===== src/rtl/prbs_checker_rx_pkg.sv =====
// Shared types and helpers for the PRBS receive checker.
// State encoding, default PRBS polynomial/length and a popcount helper.
package prbs_rx_pkg;

    typedef enum logic [1:0] {
        IDLE  = 2'd0,
        SEED  = 2'd1,
        CHECK = 2'd2
    } chk_state_t;

    localparam logic [31:0] PRBS_EQN_DEF = 32'h0010_0002;
    localparam int          PRBS_LEN_DEF = 32;

    // Counts set bits of a zero-extended vector; callers pass up to 64 lanes.
    function automatic logic [7:0] popcount(input logic [63:0] v);
        logic [7:0] cnt;
        cnt = 8'd0;
        for (int i = 0; i < 64; i++) begin
            cnt = cnt + {7'd0, v[i]};
        end
        return cnt;
    endfunction

endpackage


===== src/rtl/prbs_checker_rx_lane.sv =====
// One PRBS lane predictor: received-bit history, tap-parity prediction
// and per-bit error flag. Self-synchronizing: the received bit is shifted in.
module prbs_checker_lane
    import prbs_rx_pkg::*;
#(
    parameter int N_PRBS = PRBS_LEN_DEF
) (
    input  logic              clk,
    input  logic              rst,
    input  logic              shift_en,
    input  logic [N_PRBS-1:0] eqn,
    input  logic              b,
    output logic              e
);

    logic [N_PRBS-1:0] hist;
    logic              pred;

    // NOTE: state registers use non-blocking assignments so every flop samples pre-edge values.
    always_ff @(posedge clk or posedge rst) begin
        if (rst) begin
            hist <= '0;
        end else if (shift_en) begin
            hist <= {hist[N_PRBS-2:0], b};
        end
    end

    assign pred = ^(hist & eqn);
    assign e    = b ^ pred;

endmodule


===== src/rtl/prbs_checker_rx.sv =====
// Multi-lane PRBS receive checker: self-seeding per-lane predictors, lock FSM,
// saturating counters. Optional per-lane error counters under PRBS_CHK_LANE_CNT_EN.
module prbs_checker_rx
    import prbs_rx_pkg::*;
#(
    parameter int N_LANES    = 16,
    parameter int N_PRBS     = PRBS_LEN_DEF,
    parameter int CNT_W      = 32,
    parameter int WIN_LEN    = 256,
    parameter int LOL_THRESH = 64
) (
    input  logic               clk,
    input  logic               rst,
    input  logic               en,
    input  logic               clr_cnt,
    input  logic [N_PRBS-1:0]  eqn,
    input  logic               inv,
    input  logic [N_LANES-1:0] din,
    output logic               lock,
    output logic [CNT_W-1:0]   err_cnt,
    output logic [CNT_W-1:0]   bit_cnt,
    output logic [N_LANES-1:0] err_lane,
    output logic [7:0]         lol_cnt
`ifdef PRBS_CHK_LANE_CNT_EN
    ,
    output logic [15:0]        lane_err_cnt [N_LANES]
`endif
);

    localparam int SEED_W   = (N_PRBS > 1) ? $clog2(N_PRBS) : 1;
    localparam int WIN_W    = (WIN_LEN > 1) ? $clog2(WIN_LEN) : 1;
    localparam int WERR_MAX = 2 * LOL_THRESH;
    localparam int WERR_W   = $clog2(WERR_MAX + N_LANES + 1);

    chk_state_t         state;
    chk_state_t         state_nxt;
    logic               lol_evt;
    logic [SEED_W-1:0]  seed_cnt;
    logic [WIN_W-1:0]   win_cyc;
    logic [WERR_W-1:0]  win_err;
    logic [WERR_W-1:0]  win_err_sum;
    logic [WERR_W-1:0]  win_err_sat;
    logic [N_LANES-1:0] b;
    logic [N_LANES-1:0] e;
    logic [7:0]         err_inc;
    logic [CNT_W:0]     err_sum;
    logic [CNT_W:0]     bit_sum;
    logic               shift_en;
    logic               count_en;

    assign b        = din ^ {N_LANES{inv}};
    assign shift_en = (state != IDLE);
    assign count_en = (state == CHECK) && en;

    for (genvar i = 0; i < N_LANES; i++) begin : g_lane
        prbs_checker_lane #(
            .N_PRBS(N_PRBS)
        ) u_lane (
            .clk     (clk),
            .rst     (rst),
            .shift_en(shift_en),
            .eqn     (eqn),
            .b       (b[i]),
            .e       (e[i])
        );
    end

    assign err_inc     = popcount(64'(e));
    assign err_sum     = {1'b0, err_cnt} + (CNT_W+1)'(err_inc);
    assign bit_sum     = {1'b0, bit_cnt} + (CNT_W+1)'(N_LANES);
    assign win_err_sum = win_err + WERR_W'(err_inc);
    assign win_err_sat = (win_err_sum > WERR_W'(WERR_MAX)) ? WERR_W'(WERR_MAX) : win_err_sum;

    // NOTE: every combinational output gets a default first so no latch is inferred.
    always_comb begin
        state_nxt = state;
        lol_evt   = 1'b0;
        if (!en) begin
            state_nxt = IDLE;
        end else begin
            case (state)
                IDLE:  state_nxt = SEED;
                SEED:  if (seed_cnt == SEED_W'(N_PRBS-1)) state_nxt = CHECK;
                CHECK: begin
                    if (win_err > WERR_W'(LOL_THRESH)) begin
                        state_nxt = SEED;
                        lol_evt   = 1'b1;
                    end
                end
                default: state_nxt = IDLE;
            endcase
        end
    end

    always_ff @(posedge clk or posedge rst) begin
        if (rst) begin
            state    <= IDLE;
            lock     <= 1'b0;
            seed_cnt <= '0;
            win_cyc  <= '0;
            win_err  <= '0;
        end else begin
            state <= state_nxt;
            lock  <= (state_nxt == CHECK);

            if (state_nxt == SEED && state != SEED) begin
                seed_cnt <= '0;
            end else if (state == SEED) begin
                seed_cnt <= seed_cnt + SEED_W'(1);
            end

            // Window restarts on every CHECK entry; win_cyc wraps naturally (power of 2).
            if (state_nxt == CHECK && state != CHECK) begin
                win_cyc <= '0;
                win_err <= '0;
            end else if (count_en) begin
                win_cyc <= win_cyc + WIN_W'(1);
                win_err <= (win_cyc == WIN_W'(WIN_LEN-1)) ? WERR_W'(err_inc) : win_err_sat;
            end
        end
    end

    // clr_cnt wins over any same-cycle increment, including a loss-of-lock event.
    always_ff @(posedge clk or posedge rst) begin
        if (rst) begin
            err_cnt  <= '0;
            bit_cnt  <= '0;
            err_lane <= '0;
            lol_cnt  <= '0;
        end else if (clr_cnt) begin
            err_cnt  <= '0;
            bit_cnt  <= '0;
            err_lane <= '0;
            lol_cnt  <= '0;
        end else begin
            if (count_en) begin
                err_cnt  <= err_sum[CNT_W] ? '1 : err_sum[CNT_W-1:0];
                bit_cnt  <= bit_sum[CNT_W] ? '1 : bit_sum[CNT_W-1:0];
                err_lane <= err_lane | e;
            end
            if (lol_evt && lol_cnt != 8'hFF) begin
                lol_cnt <= lol_cnt + 8'd1;
            end
        end
    end

`ifdef PRBS_CHK_LANE_CNT_EN
    always_ff @(posedge clk or posedge rst) begin
        if (rst) begin
            for (int i = 0; i < N_LANES; i++) lane_err_cnt[i] <= '0;
        end else if (clr_cnt) begin
            for (int i = 0; i < N_LANES; i++) lane_err_cnt[i] <= '0;
        end else if (count_en) begin
            for (int i = 0; i < N_LANES; i++) begin
                if (e[i] && lane_err_cnt[i] != 16'hFFFF) begin
                    lane_err_cnt[i] <= lane_err_cnt[i] + 16'd1;
                end
            end
        end
    end
`endif

endmodule


===== config.mk =====
export PLATFORM = sky130hd
export DESIGN_NAME = prbs_checker_rx
export DESIGN_NICKNAME = d
export VERILOG_FILES = /design/src/rtl/prbs_checker_rx_pkg.sv /design/src/rtl/prbs_checker_rx_lane.sv /design/src/rtl/prbs_checker_rx.sv
export SDC_FILE = /design/constraint.sdc
export NUM_CORES = 2
export LEC_CHECK = 0
export CORE_MARGIN = 2
export CORE_UTILIZATION = 60
export CTS_CLUSTER_DIAMETER = 50
export CTS_CLUSTER_SIZE = 25
export DETAILED_ROUTE_END_ITERATION = 12
export PLACE_DENSITY = 0.78
export SLEW_MARGIN = 10
export SYNTH_ARGS = -nofsm -noshare
export SYNTH_HDL_FRONTEND = slang
export SYNTH_SLANG_ARGS = --single-unit

===== constraint.sdc =====
create_clock -name clk -period 58.5 [get_ports clk]
set_clock_uncertainty 0.2 [all_clocks]
set_input_delay 11.7 -clock clk [delete_from_list [all_inputs] [get_ports clk]]
set_output_delay 11.7 -clock clk [all_outputs]
set_load 0.01 [all_outputs]

# Word-level counts from Yosys, hierarchy flattened
# Cells that the tools add are included.
# word_totals
reg_bits,624
input_bits,53
output_inout_bits,89
word_cells,142
# classes
addsub,21
magnitude_cmp,2
n_eq_ne,9
mux,25
bitwise,34
n_reduce_logical,26
# ops
operator,count
$and A32 B32 Y32,16
$reduce_xor A32 Y1,16
$mux W32,6
$add A8 B1 Y8,8
$mux W8,8
$add A32 B5 Y33 const B,1
$add A32 B8 Y33,1
$mux W16,2
$add A8 B1 Y8 const B,2
$or A16 B16 Y16,1
$xor A1 B1 Y1,16
$xor A16 B16 Y16,1
$mux W5,2
$reduce_bool A2 Y1,5
$add A7 B1 Y8,1
$add A8 B8 Y8,1
$eq A8 B8 Y1 const B,1
$gt A8 B7 Y1 const B,1
$gt A8 B8 Y1 const B,1
$ne A8 B8 Y1 const B,1
$add A6 B1 Y7,1
$add A5 B1 Y6,1
$mux W2,3
$pmux W2 S3,1
13 further kinds,20

# Longest topological paths before layout
# depth
word_depth,24
depth_mapped,31
mapped_depth_nobuf,27

# Hierarchy
# From an unflattened synthesis, not the netlist that was laid out.
# hier_totals
cells_unflattened,2808
hier_area_um2,32114.6
# by_module_without_submodules
module,n_inst,cells_per_inst,area_each_um2,seq_area_each_um2
prbs_checker_lane,16,132,1595.3,800.8
prbs_checker_rx,1,696,6590.1,2727.6

# Worst setup path after synthesis
# Ideal clock, no wire load.
# synth_path
kind,input port to flip-flop
start,input eqn[8]
end,register err_cnt[11]
t_arrival_ns,18.044
required_ns,58.200
slack_ns,40.156
stages,29
path_buffers,3
cell_sequence,clkbuf_1 clkbuf_1 nand2_1 xor2_1 xnor2_1 xnor2_1 xnor2_1 xnor3_1 inv_1 fa_1 inv_1 fa_1 fa_1 inv_1 fa_1 inv_1 ha_1 fa_1 xor2_1 ha_1 a21oi_1 o21bai_1 a21oi_1 or2_2 or3_1 buf_2 nand2_1 nor2_1 a311oi_1
# synth_via
elab_chain_len,22
word_cells_on_any_way,67
# synth_lines
item,line,rtl
start: declaration,prbs_checker_rx.sv:16,"input logic [N_PRBS-1:0] eqn,"
$and A32 B32 Y32,prbs_checker_rx_lane.sv:28,assign pred = ^(hist & eqn);
$reduce_xor A32 Y1,prbs_checker_rx_lane.sv:28,
$xor A1 B1 Y1,prbs_checker_rx_lane.sv:29,assign e = b ^ pred;
$add A1 B1 Y2,prbs_checker_rx_pkg.sv:19,"cnt = cnt + {7'd0, v[i]};"
$add A2 B1 Y3,prbs_checker_rx_pkg.sv:19,
$add A3 B1 Y4,prbs_checker_rx_pkg.sv:19,
$add A4 B1 Y5,prbs_checker_rx_pkg.sv:19,
$add A5 B1 Y6,prbs_checker_rx_pkg.sv:19,
$add A6 B1 Y7,prbs_checker_rx_pkg.sv:19,
$add A7 B1 Y8,prbs_checker_rx_pkg.sv:19,
$add A8 B1 Y8 (7 in a row),prbs_checker_rx_pkg.sv:19,
$add A8 B1 Y8 *,prbs_checker_rx_pkg.sv:19,
$add A32 B8 Y33 *,prbs_checker_rx.sv:69,"assign err_sum = {1'b0, err_cnt} + (CNT_W+1)'(err_inc);"
$mux W32 *,prbs_checker_rx.sv:137,err_cnt <= err_sum[CNT_W] ? '1 : err_sum[CNT_W-1:0];
$mux W32 *,prbs_checker_rx.sv:136,if (count_en) begin
$mux W32 *,prbs_checker_rx.sv:130,end else if (clr_cnt) begin
end signal: assignment,prbs_checker_rx.sv:137,
end: declaration,prbs_checker_rx.sv:20,"output logic [CNT_W-1:0] err_cnt,"
# Mark *: on every way between the ends. The rest lies on a longest branch, timed or not. The select of a mux whose other input is x is not followed.
# A chain may end at the register's enable or synchronous reset.

# Worst setup path after layout
# layout_path
start,input eqn[0]
end,register err_cnt[19]
# The elaborated chain is that of the path after synthesis.

==> key figures <==
STA
  • Final min period: 19.36 ns
  • Worst Hold Slack: 0.2692 ns
  • Final setup fails: 0
  • RSZ-0062 raised after global routing: false
  • Slew headroom: 16.67%
  • Fin crit share: 33.09%
  • Slew Viols, Final: 0
  • Max frequency: 51.66 MHz
  • Fin. Hold Viols: 0
  • Worst-Margin Slew: 1.241 ns
  • Setup TNS Final: 0 ns

Synthesis
  • Cells after Synth: 3894
  • Syn Nets: 3980
  • Post-Syn Area per Cell: 8.194 um^2
  • Register bit count reported by yosys: 621
  • Syn. warnings: 0
  • Cell area after synthesis: 0.03191 mm^2
  • Synth area leaders: dfrtp_1 (49%), nand2_1 (24%), xnor2_1 (11%)
  • Post-synth top area share: 48.70%
  • Top FF cell, synth: dfrtp_1
  • Unique masters post-synth: 52
  • Post-synthesis sequential area ratio: 48.70%
  • Area leader, netlist: dfrtp_1
  • EDFF count, synth: 0
  • Post-synth ARST share: 100.0%

Global routing
  • Total global routing overflow: 0
  • Initial antenna violation count: 0
  • Largest net degree at the start of global routing: 231
  • First-pass GRT wire length: 136.1 mm
  • Global-route usage over all layers: 31.18%
  • Vias in the first global route: 24560

Finish
  • Commonest cells after routing, fill and taps aside: nand2_1 (2056), dfrtp_1 (621), xnor2_1 (389)
  • Synth-to-layout area growth: 12.35%
  • Filler cell count: 4182
  • N_diodes: 0
  • Util after Layout: 68.22%
  • Final net count: 4025
  • Share of layout cells above drive strength 1: 4.387%
  • Most common cell after layout, fill and taps aside: nand2_1

Worst setup path
  • CP Launch Type: input pin
  • Req. time, crit path: 58.85 ns
  • Crit path capture type: flop
  • Arrival time at the worst endpoint: 19.70 ns
  • Crit path max fanout: 16
  • Setup CP Type: input pin to flop

Route
  • Residual DRC: 0
  • Routed Antenna Nets: 0
  • Pre-Repair DR Iteration Count: 6
  • DRT iter0 DRCs: 2700
  • Routed WL per cell: 18.29 um
  • DRT Wirelength: 85.56 mm
  • Via/cell ratio: 5.519
  • Via count: 25813

CTS
  • Clock buffer depth: 3
  • Worst-path clk slew: 0.07 ns
  • Root Buffer: clkbuf_16
  • Postcts setup bufs: 0
  • Post-CTS Hold Buffers: 0
  • Clock sink count: 621
  • Post-cts resize count: 0
  • Cts bufs inserted: 61
  • Clock latency on the worst-skew pair: 0.64 ns
  • H-tree lvl count: 2
  • TritonCTS clock tree: done

Floorplan
  • Core Footprint: 0.05255 mm^2
  • Initial Util: 60.72%
  • Die height: 234.6 um
  • FP Rows: 84
  • Die area: 0.05504 mm^2
  • Io pins: 142
  • Chip Width: 234.6 um

Hold path
  • Hold crit path type: flop to flop

Run
  • Max cap viols: 0

Placement
  • Dpl hpwl: 51.06 mm
  • GPL Wtd Cong: 0.8552
  • Buffers on Ports: 141

Status
  • Status: completed
## layout make-up
cell class	instances	area (um^2)	share of cell area [%]
clock buffers	67	1602	4.468
clock inverters	46	520.5	1.452
inverters	33	131.4	0.3665
multi-input cells	3032	15400	42.96
flip-flops and latches	621	15540	43.35
well taps	688	860.8	2.401
repair buffers	190	1794	5.005
## cell usage after synthesis, types with 3 or more instances
cell type  count
or2_2          4
and2_1         6
ha_1          21
fa_1          12
nor2b_1        5
a211oi_1       5
and3_1        15
nand2b_1       3
buf_4          4
or3_1          6
nand4_1       12
a21o_1         7
mux2i_1        8
buf_2         30
a22oi_1        3
o21ai_1        7
a22o_1         3
a21oi_1       49
buf_1          3
xor2_1       150
o21bai_1       3
a311oi_1      14
a31oi_1        4
nand2_1     2056
clkbuf_2       5
nor3_1        20
xnor2_1      389
dfrtp_1      621
and4_1         5
nand3_1       26
o21ai_0       48
inv_1         33
nor2_1       117
clkbuf_1     164
xnor3_1       16
## layer usage
| layer | wire length, um | part of all wire (%) | track usage, % | up-vias |
|---|---|---|---|---|
| met2 | 39060 | 46 | 48.14 | 1063 |
| met5 | 0 | 0 | 0 | - |
| met1 | 35290 | 41 | 44.81 | 12466 |
| met3 | 7734 | 9.0 | 4.570 | 235 |
| met4 | 3460 | 4.0 | 12.12 | 0 |
| li1 | - | - | - | 12049 |
## metrics by stage
step | cell area, um^2 | std cells | worst slack (ns)
final | 35850 | 4677 | 39.14
after global routing | 35850 | 4677 | 38.79
after CTS | 35850 | 4677 | 39.27
after detailed placement | 33730 | 4564 | 38.62
after global placement | 33730 | 4564 | 38.75
after floorplan | 31910 | 3894 | 29.21
## worst max-delay path, cell delays in order
cell and delay (ns):
clkdlybuf4s50_1 0.48, buf_4 0.39, nand2_1 0.13, xor2_1 0.18, xnor2_1 0.19, xnor2_1 0.14, xnor3_1 0.42, xnor2_1 0.66
fa_1 0.58, fa_1 0.47, fa_1 0.54, inv_1 0.06, fa_1 0.53, inv_1 0.04, ha_1 0.21, fa_1 0.40
xor2_1 0.20, ha_1 0.33, a21oi_1 0.09, o21bai_1 0.20, a21oi_1 0.12, or2_2 0.30, or3_1 0.63, nand2_1 0.21
nor2_1 0.14, a311oi_1 0.32
## path summary, 6_finish.rpt
kind                                                             from                                    end  slack [ns]  cells after the start
max in group asynchronous                                         rst  g_lane[1].u_lane.hist[22]$_DFFE_PP0N_       43.79                      5
worst max register to register   g_lane[7].u_lane.hist[0]$_DFFE_PP0N_                err_cnt[19]$_DFFE_PP0P_       50.71                     24
worst max-delay path                                           eqn[0]                err_cnt[19]$_DFFE_PP0P_       39.14                     26
min in group asynchronous                                         rst  g_lane[12].u_lane.hist[2]$_DFFE_PP0N_       11.31                      2
worst min register to register  g_lane[6].u_lane.hist[31]$_DFFE_PP0N_  g_lane[6].u_lane.hist[31]$_DFFE_PP0N_        0.27                      2
worst min-delay path            g_lane[6].u_lane.hist[31]$_DFFE_PP0N_  g_lane[6].u_lane.hist[31]$_DFFE_PP0N_        0.27                      2
## sequential cells by signal, summed over array words and instances (netlist names)
signal              count
g_lane.u_lane.hist    512
err_cnt                32
bit_cnt                29
err_lane               16
lol_cnt                 8
win_cyc                 8
win_err                 8
seed_cnt                5
state                   2
lock                    1
## cell families (layout without fill, tap and decap cells)
logic type               after synthesis  after routing  share of synthesized area [%]
adder cells (fa/ha/maj)               33             33                          1.576
flip-flops                           621            621                          48.70
XOR/XNOR                             555            555                          15.92
buffers and inverters                241            336                          3.067
multiplexers                           8              8                         0.2510
AO/OA/AOI/OAI                        149            149                          2.753
AND/OR/NAND/NOR                     2287           2287                          27.72
Power is left out: the tool's default activity adds up to more than one toggle a clock period on the data nets, which glitch-free logic cannot reach.
